--- src/rtl/alu_seq.sv ---
// alu_seq: multi-cycle ALU for the MIPS datapath.
// Single-cycle R-type ops (AND/OR/ADD/SUB/SLT/MFHI/MFLO) complete one edge after
// acceptance. MULTU (shift-add) and DIVU (restoring) iterate WIDTH cycles into HI/LO.
// Build option: define ALU_DIV_EN to compile in the DIV state and the divider;
// without it DIVU is treated as an unknown funct.
module alu_seq #(
   parameter int WIDTH = 32
) (
   input  logic             clk,
   input  logic             reset,
   input  logic             start,
   input  logic [5:0]       Signal,
   input  logic [WIDTH-1:0] dataA,
   input  logic [WIDTH-1:0] dataB,
   output logic [WIDTH-1:0] dataOut,
   output logic             busy,
   output logic             done
);

   localparam int CW = $clog2(WIDTH);
   localparam logic [CW-1:0] LAST_ITER = CW'(WIDTH - 1);

   localparam logic [5:0] F_AND   = 6'd36;
   localparam logic [5:0] F_OR    = 6'd37;
   localparam logic [5:0] F_ADD   = 6'd32;
   localparam logic [5:0] F_SUB   = 6'd34;
   localparam logic [5:0] F_SLT   = 6'd42;
   localparam logic [5:0] F_MULTU = 6'd25;
   localparam logic [5:0] F_MFHI  = 6'd16;
   localparam logic [5:0] F_MFLO  = 6'd18;
`ifdef ALU_DIV_EN
   localparam logic [5:0] F_DIVU  = 6'd27;
`endif

   localparam logic [1:0] ST_IDLE = 2'd0;
   localparam logic [1:0] ST_MUL  = 2'd1;
`ifdef ALU_DIV_EN
   localparam logic [1:0] ST_DIV  = 2'd2;
`endif

   logic [1:0]         state_q, state_d;
   logic [CW-1:0]      cnt_q, cnt_d;
   // Shared iteration register: MUL holds {partial HI, shifting multiplier},
   // DIV holds {remainder, shifting dividend/quotient}.
   logic [2*WIDTH-1:0] work_q, work_d;
   logic [WIDTH-1:0]   opnd_q, opnd_d;
   logic [WIDTH-1:0]   hi_q, hi_d;
   logic [WIDTH-1:0]   lo_q, lo_d;
   logic [WIDTH-1:0]   out_q, out_d;
   logic               done_q, done_d;

   logic [WIDTH-1:0]   diff;
   logic               slt_bit;
   logic [WIDTH:0]     mul_sum;
   logic [2*WIDTH-1:0] mul_step;
`ifdef ALU_DIV_EN
   logic [WIDTH:0]     div_shifted;
   logic [WIDTH:0]     div_trial;
   logic [2*WIDTH-1:0] div_step;
`endif

   // Combinational datapath: SLT compare and one multiply/divide iteration.
   always_comb begin
      diff    = dataA - dataB;
      // sign(A-B) corrected by signed overflow of the subtraction
      slt_bit = diff[WIDTH-1] ^ ((dataA[WIDTH-1] != dataB[WIDTH-1]) &&
                                 (diff[WIDTH-1] != dataA[WIDTH-1]));
      mul_sum  = {1'b0, work_q[2*WIDTH-1:WIDTH]} +
                 (work_q[0] ? {1'b0, opnd_q} : '0);
      mul_step = {mul_sum, work_q[WIDTH-1:1]};
`ifdef ALU_DIV_EN
      div_shifted = {work_q[2*WIDTH-1:WIDTH], work_q[WIDTH-1]};
      div_trial   = div_shifted - {1'b0, opnd_q};
      if (!div_trial[WIDTH])
         div_step = {div_trial[WIDTH-1:0], work_q[WIDTH-2:0], 1'b1};
      else
         div_step = {div_shifted[WIDTH-1:0], work_q[WIDTH-2:0], 1'b0};
`endif
   end

   // Next-state logic: request decode in IDLE, iteration and completion otherwise.
   always_comb begin
      state_d = state_q;
      cnt_d   = cnt_q;
      work_d  = work_q;
      opnd_d  = opnd_q;
      hi_d    = hi_q;
      lo_d    = lo_q;
      out_d   = out_q;
      done_d  = 1'b0;
      case (state_q)
         ST_IDLE: begin
            if (start) begin
               done_d = 1'b1;
               case (Signal)
                  F_AND:  out_d = dataA & dataB;
                  F_OR:   out_d = dataA | dataB;
                  F_ADD:  out_d = dataA + dataB;
                  F_SUB:  out_d = diff;
                  F_SLT:  out_d = {{(WIDTH-1){1'b0}}, slt_bit};
                  F_MFHI: out_d = hi_q;
                  F_MFLO: out_d = lo_q;
                  F_MULTU: begin
                     done_d  = 1'b0;
                     state_d = ST_MUL;
                     cnt_d   = '0;
                     work_d  = {{WIDTH{1'b0}}, dataB};
                     opnd_d  = dataA;
                  end
`ifdef ALU_DIV_EN
                  F_DIVU: begin
                     done_d  = 1'b0;
                     state_d = ST_DIV;
                     cnt_d   = '0;
                     work_d  = {{WIDTH{1'b0}}, dataA};
                     opnd_d  = dataB;
                  end
`endif
                  default: out_d = '0;
               endcase
            end
         end
         ST_MUL: begin
            work_d = mul_step;
            cnt_d  = cnt_q + CW'(1);
            if (cnt_q == LAST_ITER) begin
               state_d = ST_IDLE;
               hi_d    = mul_step[2*WIDTH-1:WIDTH];
               lo_d    = mul_step[WIDTH-1:0];
               out_d   = mul_step[WIDTH-1:0];
               done_d  = 1'b1;
            end
         end
`ifdef ALU_DIV_EN
         ST_DIV: begin
            work_d = div_step;
            cnt_d  = cnt_q + CW'(1);
            if (cnt_q == LAST_ITER) begin
               state_d = ST_IDLE;
               hi_d    = div_step[2*WIDTH-1:WIDTH];
               lo_d    = div_step[WIDTH-1:0];
               out_d   = div_step[WIDTH-1:0];
               done_d  = 1'b1;
            end
         end
`endif
         default: state_d = ST_IDLE;
      endcase
   end

   // State registers; reset discards any operation in flight.
   always_ff @(posedge clk or negedge reset) begin
      if (!reset) begin
         state_q <= ST_IDLE;
         cnt_q   <= '0;
         work_q  <= '0;
         opnd_q  <= '0;
         hi_q    <= '0;
         lo_q    <= '0;
         out_q   <= '0;
         done_q  <= 1'b0;
      end else begin
         state_q <= state_d;
         cnt_q   <= cnt_d;
         work_q  <= work_d;
         opnd_q  <= opnd_d;
         hi_q    <= hi_d;
         lo_q    <= lo_d;
         out_q   <= out_d;
         done_q  <= done_d;
      end
   end

   assign dataOut = out_q;
   assign done    = done_q;
   assign busy    = (state_q != ST_IDLE);

endmodule

--- config.mk ---
export PLATFORM = sky130hd
export DESIGN_NAME = alu_seq
export DESIGN_NICKNAME = d
export VERILOG_FILES = /design/src/rtl/alu_seq.sv
export SDC_FILE = /design/constraint.sdc
export NUM_CORES = 1
export LEC_CHECK = 0
export BUFFER_PORTS_ARGS = -buffer_cell sky130_fd_sc_hd__buf_2
export CAP_MARGIN = 10
export CORE_MARGIN = 5
export CORE_UTILIZATION = 62
export DETAILED_ROUTE_END_ITERATION = 16
export GPL_TIMING_DRIVEN = 0
export PLACE_DENSITY = 0.83
export SYNTH_ARGS = -nofsm -noshare
export SYNTH_HDL_FRONTEND = slang
export SYNTH_SLANG_ARGS = --single-unit
--- constraint.sdc ---
create_clock -name clk -period 4.1 [get_ports clk]
set_input_delay 0.205 -clock clk [delete_from_list [all_inputs] [get_ports clk]]
set_output_delay 0.205 -clock clk [all_outputs]
set_load 0.01 [all_outputs]
* After elaboration in Yosys (flattened, before gate mapping)
Cells that the tools add are included. Widths: inputs -> output; s select.
Storage, ports and cells: flip-flop bits (word level) 200, input bits 73, output and inout bits 34, word-level logic and storage cells 59
Cells by class: $add $sub $neg 4, equality and inequality tests 16, muxes and demuxes 19, bitwise gates (word level) 3, reductions and logical operators 9
Operators with widths (number):
- $pmux 32 s8 | 1
- $mux 64 | 2
- $pmux 64 s2 | 1
- $mux 32 | 3
- $pmux 32 s2 | 1
- $add 32x32->33 | 1
- $add 32x32->32 | 1
- $and 32x32->32 | 1
- $or 32x32->32 | 1
- $sub 32x32->32 | 1
- $eq 6x6->1 const B | 5
- $eq 6x5->1 const B | 3
- $mux 5 | 2
- $pmux 5 s2 | 1
- $reduce_and 3->1 | 3
- $mux 2 | 3
- $ne 2x2->1 const B | 3
- $add 5x1->5 const B | 1
- $eq 5x5->1 const B | 1
- $pmux 2 s2 | 1
- $reduce_and 4->1 | 1
- $reduce_bool 2->1 | 2
- $mux 1 | 3
- $eq 2x1->1 const B | 1
- 7 further kinds | 8

* Depth between registers and ports, before layout
Gate-level depths: netlist (run 1).
depth after elaboration 7, gate-level depth with buffers 17, depth with buffers taken out 16

* Worst setup path before layout (run 1)
Ideal clock, no wire load.
path type register -> register, start point register work_q[0], end point register hi_q[23], library setup time 0.125 ns, arrival 2.957 ns, data required time 3.975 ns, path slack 1.019 ns, cell stages (with the launch flop) 13, path buffers 0, period minus slack after synthesis 3.081 ns, cell sequence dfrtp_1 and2_1 ha_1 fa_1 a21o_1 a211oi_1 o211ai_1 o21ai_0 o31ai_1 a32oi_1 a21oi_1 xor2_1 mux2_2
Between the ends: longest elaborated chain between the ends 2
RTL lines:
- start: declaration | RTL line 45 | logic [2*WIDTH-1:0] work_q, work_d;
- start signal: assignment | RTL line 165 | work_q <= work_d;
- $mux 32 | RTL line 69 | (work_q[0] ? {1'b0, opnd_q} : '0);
- $add 32x32->33 | RTL line 68 | mul_sum = {1'b0, work_q[2*WIDTH-1:WIDTH]} +
- end signal: assignment | RTL line 167 | hi_q <= hi_d;
- end: declaration | RTL line 47 | logic [WIDTH-1:0] hi_q, hi_d;
No other way between the ends. A chain may end at the register's enable or synchronous reset.

* Final worst setup path (run 1)
start point register work_q[0], end point register hi_q[29]
The elaborated chain is that of the path after synthesis.

==> results of run 1 <==
==> synth_stat cells (21+ instances only) <==
library cell | number | area (um2)
nand2_1 | 377 | 1420
dfrtp_1 | 199 | 4980
o21ai_0 | 146 | 731
a21oi_1 | 137 | 686
nor2_1 | 136 | 510
ha_1 | 135 | 1690
inv_1 | 112 | 420
clkbuf_1 | 88 | 330
and2_1 | 39 | 244
a21o_1 | 37 | 278
a31oi_1 | 37 | 231
nand3_1 | 33 | 165
nor3_1 | 23 | 115
o211ai_1 | 23 | 173
a221oi_1 | 22 | 193
xnor2_1 | 22 | 193
a211oi_1 | 21 | 158
==> registers in the layout, summed over array words and instances (netlist names) <==
register	cells
cnt_q	5
dataOut	32
done	1
hi_q	32
lo_q	32
opnd_q	32
state_q	1
work_q	64
==> final timing paths <==
kind	cells after the start	end	slack [ps]
min reg2reg	2	opnd_q[1]	470
min	3	work_q[3]	50
max reg2reg	12	hi_q[29]	140
max	12	hi_q[29]	140
max in group asynchronous	3	work_q[54]	2710
min in group asynchronous	2	dataOut[5]	350
==> logic make-up (layout without fill, tap and decap cells) <==
| family | count (synthesis) | after routing |
|---|---|---|
| xor gates and xnor gates | 34 | 34 |
| muxes | 27 | 27 |
| adders and majority gates | 139 | 139 |
| and+or+nand+nor | 693 | 693 |
| AOI/OAI and AO/OA | 592 | 592 |
| buffers and inverters | 227 | 368 |
| DFF | 199 | 199 |
==> where the power goes <==
part	switching (mW)	internal, mW	total (mW)
clock network	0.811	1.01	1.82
registers	0.527	2.57	3.10
logic	1.88	1.07	2.94
==> area by class of cell <==
cell class              count  area (um2)  share of cell area
multi-input cells        1485        9320               0.552
flip-flops and latches    199        4980               0.295
repair buffers            109         583              0.0345
plain buffers             114         544              0.0322
clock buffers              20         457              0.0271
inverters                 113         424              0.0251
well taps                 324         405              0.0240
clock inverters            12         165             0.00978
==> per-stage QoR <==
step                TNS (ps)  power (mW)   util  hold slack [ps]  instances
floorplan                  0        4.86      -            -90.6       1911
global placement      -85340        5.78  0.668              455       2341
detailed placement         0        5.89  0.670              246       2343
CTS                        0        7.70  0.696             42.0       2376
global route          -0.340        8.24  0.696             56.9       2376
finish                     0        7.86  0.696             48.5       2376
==> metal layers <==
metal | global-route usage | up-vias
li1 | - | 6983
met1 | 0.546 | 7601
met2 | 0.590 | 1178
met3 | 0.116 | 243
met4 | 0.173 | 0
met5 | 0 | -
==> critical path, stage by stage (launching register included) <==
cell and delay [ps]:
dfrtp_1 510, clkbuf_1 360, and2_1 240, fa_1 220
a21o_1 170, a211oi_1 130, o211ai_1 210, o21ai_0 260
o31ai_1 660, o21ai_2 240, o21ai_0 520, nand4b_1 210
o211ai_1 160
==> repair_timing <==
action | CTS | global route
hold endpoints to repair | 81 | 0
hold buffers | 1 | 0
gates resized for setup | 0 | 2
setup endpoints to repair | 0 | 3
==> flow_metrics.py, run 1 <==
metrics = {
    "sta": {
        "max_freq_ghz": 0.252,
        "finalSetupViolCount": 0,
        "worst_pin_slew_ps": 1010,
        "final_hold_viol_count": 0,
        "fin_crit_ps": 3960,
        "post-route-period-util": 0.966,
        "relSlewSlack": 0.330,
        "drv_slew": 0,
        "fin_ws_ps": 139,
        "skew_ps": 12.3,
    },
    "route": {
        "met1_length_mm": 22.2,
        "routed_wl_mm": 57.1,
        "route.met2.wl_mm": 24.4,
        "wire_per_inst_um": 24.0,
        "vias_per_cell": 6.74,
        "drtPass1Iterations": 7,
        "vias": 16000,
        "drt-initial-drc-count": 2663,
        "route.met3.wl_mm": 7.75,
        "drc": 0,
        "dr.max_layer_used": "met4",
        "ant_nets": 0,
    },
    "placement": {
        "placedInstanceArea_um2": 16200,
        "io_buffer_count": 106,
        "place_congestion": 1.05,
        "dpl_worst_slack_ps": 31.2,
        "dp.final_hpwl_mm": 43.9,
    },
    "power": {
        "ir_drop_v": 0.000326,
        "leakage_nw": 8.22,
        "pwr_density_cell_nw_per_um2": 465,
    },
    "floorplan": {
        "placement_rows": 57,
        "io_pins": 107,
        "dieArea_um2": 27900,
        "die_w_um": 167,
        "core_area_um2": 24200,
        "die_h_um": 167,
        "initial_core_util": 0.630,
    },
    "grt": {
        "overflow": 0,
        "grt_pass1_wl_mm": 87.4,
        "antenna_found_initial": 2,
        "grt_pass1_vias": 15400,
        "grt_use_total": 0.399,
        "grt_max_degree": 119,
    },
    "final_layout": {
        "layout_commonest_cell": "nand2_1",
        "final_nets": 2251,
        "layout-area-overhead-vs-synth_pct": 10.6,
        "drive_above_1_share": 0.0994,
        "final_cell_mix": "377 x nand2_1, 199 x dfrtp_1, 146 x o21ai_0",
        "antenna-diode-count": 0,
        "design_area_um2": 16900,
        "fillCellCount": 2032,
    },
    "clock_tree": {
        "cts.reportedPaths.clkPinSlew_ps": 80,
        "root_buffer": "clkbuf_16",
        "cts_tree": "built",
        "cts.sinks": 199,
        "cts_setup_buffers": 0,
        "cts_inserted_buffers": 17,
        "htreeDepth": 4,
        "insertion_delay_ps": 450,
        "clock_path_buffers": 2,
    },
    "worst_setup_path": {
        "worstSetupPathType": "flop to flop",
        "worst_ep_required_time_ps": 4450,
        "cp-startpoint": "work_q[0]",
        "worstSetupStartpointType": "flop",
        "end_kind": "flop",
        "reg2reg_from": "work_q[0]",
        "cp.arrival_ps": 4320,
        "crit_fanout": 10,
    },
    "hold_path": {
        "hp-start": "dataB[3]",
        "hold_path.class": "primary input to flop",
    },
    "synth": {
        "async_flop_share": 1.00,
        "synth_compound_area_frac": 0.259,
        "synth_fa_ha_area_frac": 0.116,
        "synth_top_family_by_area": "compound AO/OA/AOI/OAI gates",
        "synth_nets": 2123,
        "avgSynthCellArea_um2": 7.99,
        "syn_inst": 1911,
        "yosys_warnings": 0,
        "yosys.area_share.simple": 0.198,
        "synth_area_um2": 15300,
        "yosysSeqAreaShare": 0.326,
        "synth_edf_count": 0,
        "ys_seq_elements": 199,
        "synthMuxAreaShare": 0.0184,
        "synth_xor_area_frac": 0.0195,
        "synth_flop_cell": "dfrtp_1",
        "yosys.cell_types.count": 86,
    },
    "job": {
        "max-cap-violations": 0,
    },
    "outcome": {
        "status": "completed",
    },
}
Power figures use the tool's default switching activity.
==> inputs of run 2 (changes only) <==
ABC_AREA = 1   (was default)
ABC_CLOCK_PERIOD_IN_PS = 4100   (was default)
CORE_MARGIN = 1   (was 5)
CORE_UTILIZATION = 63   (was 62)
==> run 2 against run 1 <==
- critical path depth increased by 2
- global-route usage increased by 6.1 points
- sequential share of layout area decreased by 2.3 points
- utilization grew 0.72 points
- register-to-register slack improved by 690 ps
- critical path type unchanged
- critical endpoint is now hi_q[20]
==> flow_metrics.py, run 2 <==
metrics = {
    "outcome": {
        "status": "completed",
    },
    "final_layout": {
        "layout-area-overhead-vs-synth_pct": 9.33,
        "regMostFlops": "work_q",
        "final_nets": 2854,
        "fillCellCount": 2193,
        "antenna-diode-count": 0,
        "layout_commonest_cell": "nand2_1",
        "multi_input_area_um2": 9640,
        "final_cells": 2990,
        "design_area_um2": 18300,
        "ff_latch_area_um2": 4980,
        "final_cell_mix": "724 x nand2_1, 403 x inv_1, 199 x dfrtp_1",
        "largest_register_ffs": 64,
        "final_util": 0.703,
        "drive_above_1_share": 0.107,
    },
    "clock_tree": {
        "ctsHoldBuffers": 1,
        "insertion_delay_ps": 450,
        "cts_inserted_buffers": 17,
        "cts.sinks": 199,
        "cts.reportedPaths.clkPinSlew_ps": 80,
        "root_buffer": "clkbuf_16",
        "cts_setup_buffers": 0,
        "htreeDepth": 4,
        "clock_path_buffers": 2,
        "cts_resized": 0,
        "cts_tree": "built",
    },
    "synth": {
        "yosysSeqAreaShare": 0.297,
        "synth_area_leaders": "dfrtp_1 30%, nand2_1 16%, ha_1 10%",
        "synth_top_area_share": 0.297,
        "synth_nets": 2727,
        "ys_seq_elements": 199,
        "synth_edf_count": 0,
        "yosys.area.top_type": "dfrtp_1",
        "yosys-top-cells-count": "724 x nand2_1, 403 x inv_1, 199 x dfrtp_1, 176 x o21ai_0, 167 x nor2_1",
        "yosys_warnings": 0,
        "async_flop_share": 1.00,
        "synth_flop_cell": "dfrtp_1",
        "yosys.cell_types.count": 52,
        "syn_inst": 2515,
        "avgSynthCellArea_um2": 6.67,
        "yosysMostFrequentCell": "nand2_1",
        "synth_area_um2": 16800,
    },
    "floorplan": {
        "placement_rows": 59,
        "io_pins": 107,
        "core_area_um2": 26100,
        "dieArea_um2": 27300,
        "die_h_um": 165,
        "die_w_um": 165,
        "initial_core_util": 0.643,
    },
    "sta": {
        "drv_slew": 0,
        "rsz0062_at_grt": "no",
        "fin_crit_ps": 3270,
        "timing.hold.ws_ps": 129,
        "finalSetupViolCount": 0,
        "relSlewSlack": 0.490,
        "post-route-period-util": 0.798,
        "final_hold_viol_count": 0,
        "worst_pin_slew_ps": 765,
        "max_freq_ghz": 0.306,
        "skew_ps": 8.86,
        "tns_ps": 0,
    },
    "route": {
        "vias_per_cell": 6.08,
        "drc": 0,
        "vias": 18200,
        "wire_per_inst_um": 20.8,
        "ant_nets": 0,
        "drtPass1Iterations": 6,
        "routed_wl_mm": 62.1,
        "drt-initial-drc-count": 2595,
    },
    "worst_setup_path": {
        "worst_ep_required_time_ps": 4400,
        "worstSetupStartpointType": "flop",
        "cp-startpoint": "work_q[0]",
        "end_kind": "flop",
        "cp.arrival_ps": 3580,
        "worstSetupPathType": "flop to flop",
        "crit_fanout": 10,
        "reg2reg_from": "work_q[0]",
    },
    "grt": {
        "antenna_found_initial": 0,
        "grt_pass1_vias": 17200,
        "overflow": 0,
        "grt_pass1_wl_mm": 92.8,
        "grt_use_total": 0.459,
        "grt_max_degree": 127,
    },
    "hold_path": {
        "hp-start": "dataA[25]",
        "hold_path.class": "primary input to flop",
    },
    "placement": {
        "place_congestion": 1.02,
        "dp.final_hpwl_mm": 49.2,
        "io_buffer_count": 106,
        "placedCellCount": 2957,
        "placedInstanceArea_um2": 17800,
    },
    "job": {
        "max-cap-violations": 0,
    },
    "power": {
        "leakage_nw": 10.1,
        "ir_drop_v": 0.000304,
        "pwr_density_cell_nw_per_um2": 368,
    },
}
-- run 2: changes by cell type in the layout (fill, tap and decap cells not counted), sizes merged, moves of 22 or more --
cell	previous run	this run
a31oi	39	8
a21oi	138	172
inv	117	427
o21ai	149	188
o221ai	7	37
nor2	137	192
and2	39	2
nand3	33	169
nand2	377	742
nand4	3	25
clkbuf	116	57
a21o	38	9
buf	126	165
a221oi	23	1
-- run 2: logic make-up after synthesis --
family          share of synthesized area
compound gates                      0.161
xor+xnor                          0.00993
fa+ha+maj                           0.106
buf+inv                             0.128
flops                               0.297
simple gates                        0.299
-- run 2: stage by stage --
step / total power [mW] / worst slack (ps)
after floorplan: 4.15 / 1620
after global placement: 4.88 / -303
after detailed placement: 4.98 / 727
after CTS: 6.62 / 932
after global routing: 7.04 / 398
final: 6.74 / 828
-- run 2: final timing paths --
kind                            cells after the start  slack (ps)    endpoint
worst max-delay path                               14         830    hi_q[20]
worst min register to register                      2         490     lo_q[7]
max in group asynchronous                           3        2770    lo_q[29]
worst min-delay path                                3         130  opnd_q[25]
min in group asynchronous                           2         310  work_q[37]
worst max register to register                     14         830    hi_q[20]
-- run 2: final cells by class --
cell class                 count  area share
sequential                   199       0.272
inverter                     423      0.0866
buffer                        96      0.0305
clock buffer                  19      0.0247
clock inverter                13     0.00621
tap                          335      0.0229
multi-input combinational   1797       0.526
timing repair buffer         108      0.0315
-- run 2: worst max-delay path, stage by stage (launching register included) --
cell and delay, ps:
dfrtp_1 360, clkbuf_1 330, clkbuf_1 430, nand2_1 100, inv_1 80, ha_1 300, nand3_1 130, nand3_1 150
a21oi_1 390, inv_1 110, nand3_1 110, nand3b_1 200, nor2_1 190, nand3b_1 150, o21ai_0 110
-- run 2: metal layers --
metal  GRT usage  up-vias  wire length [um]
met5           0        -                 0
met3       0.121      257              6860
met4       0.226        0              3330
met2       0.757     1206             28600
li1            -     8296                 -
met1       0.555     8435             23300
-- run 2: where the power goes --
part	leakage, nW	internal (mW)	switching (mW)
Combinational	7.15	0.802	1.64
Sequential	2.65	2.34	0.309
Clock	0.267	0.828	0.827
Total	10.1	3.97	2.78
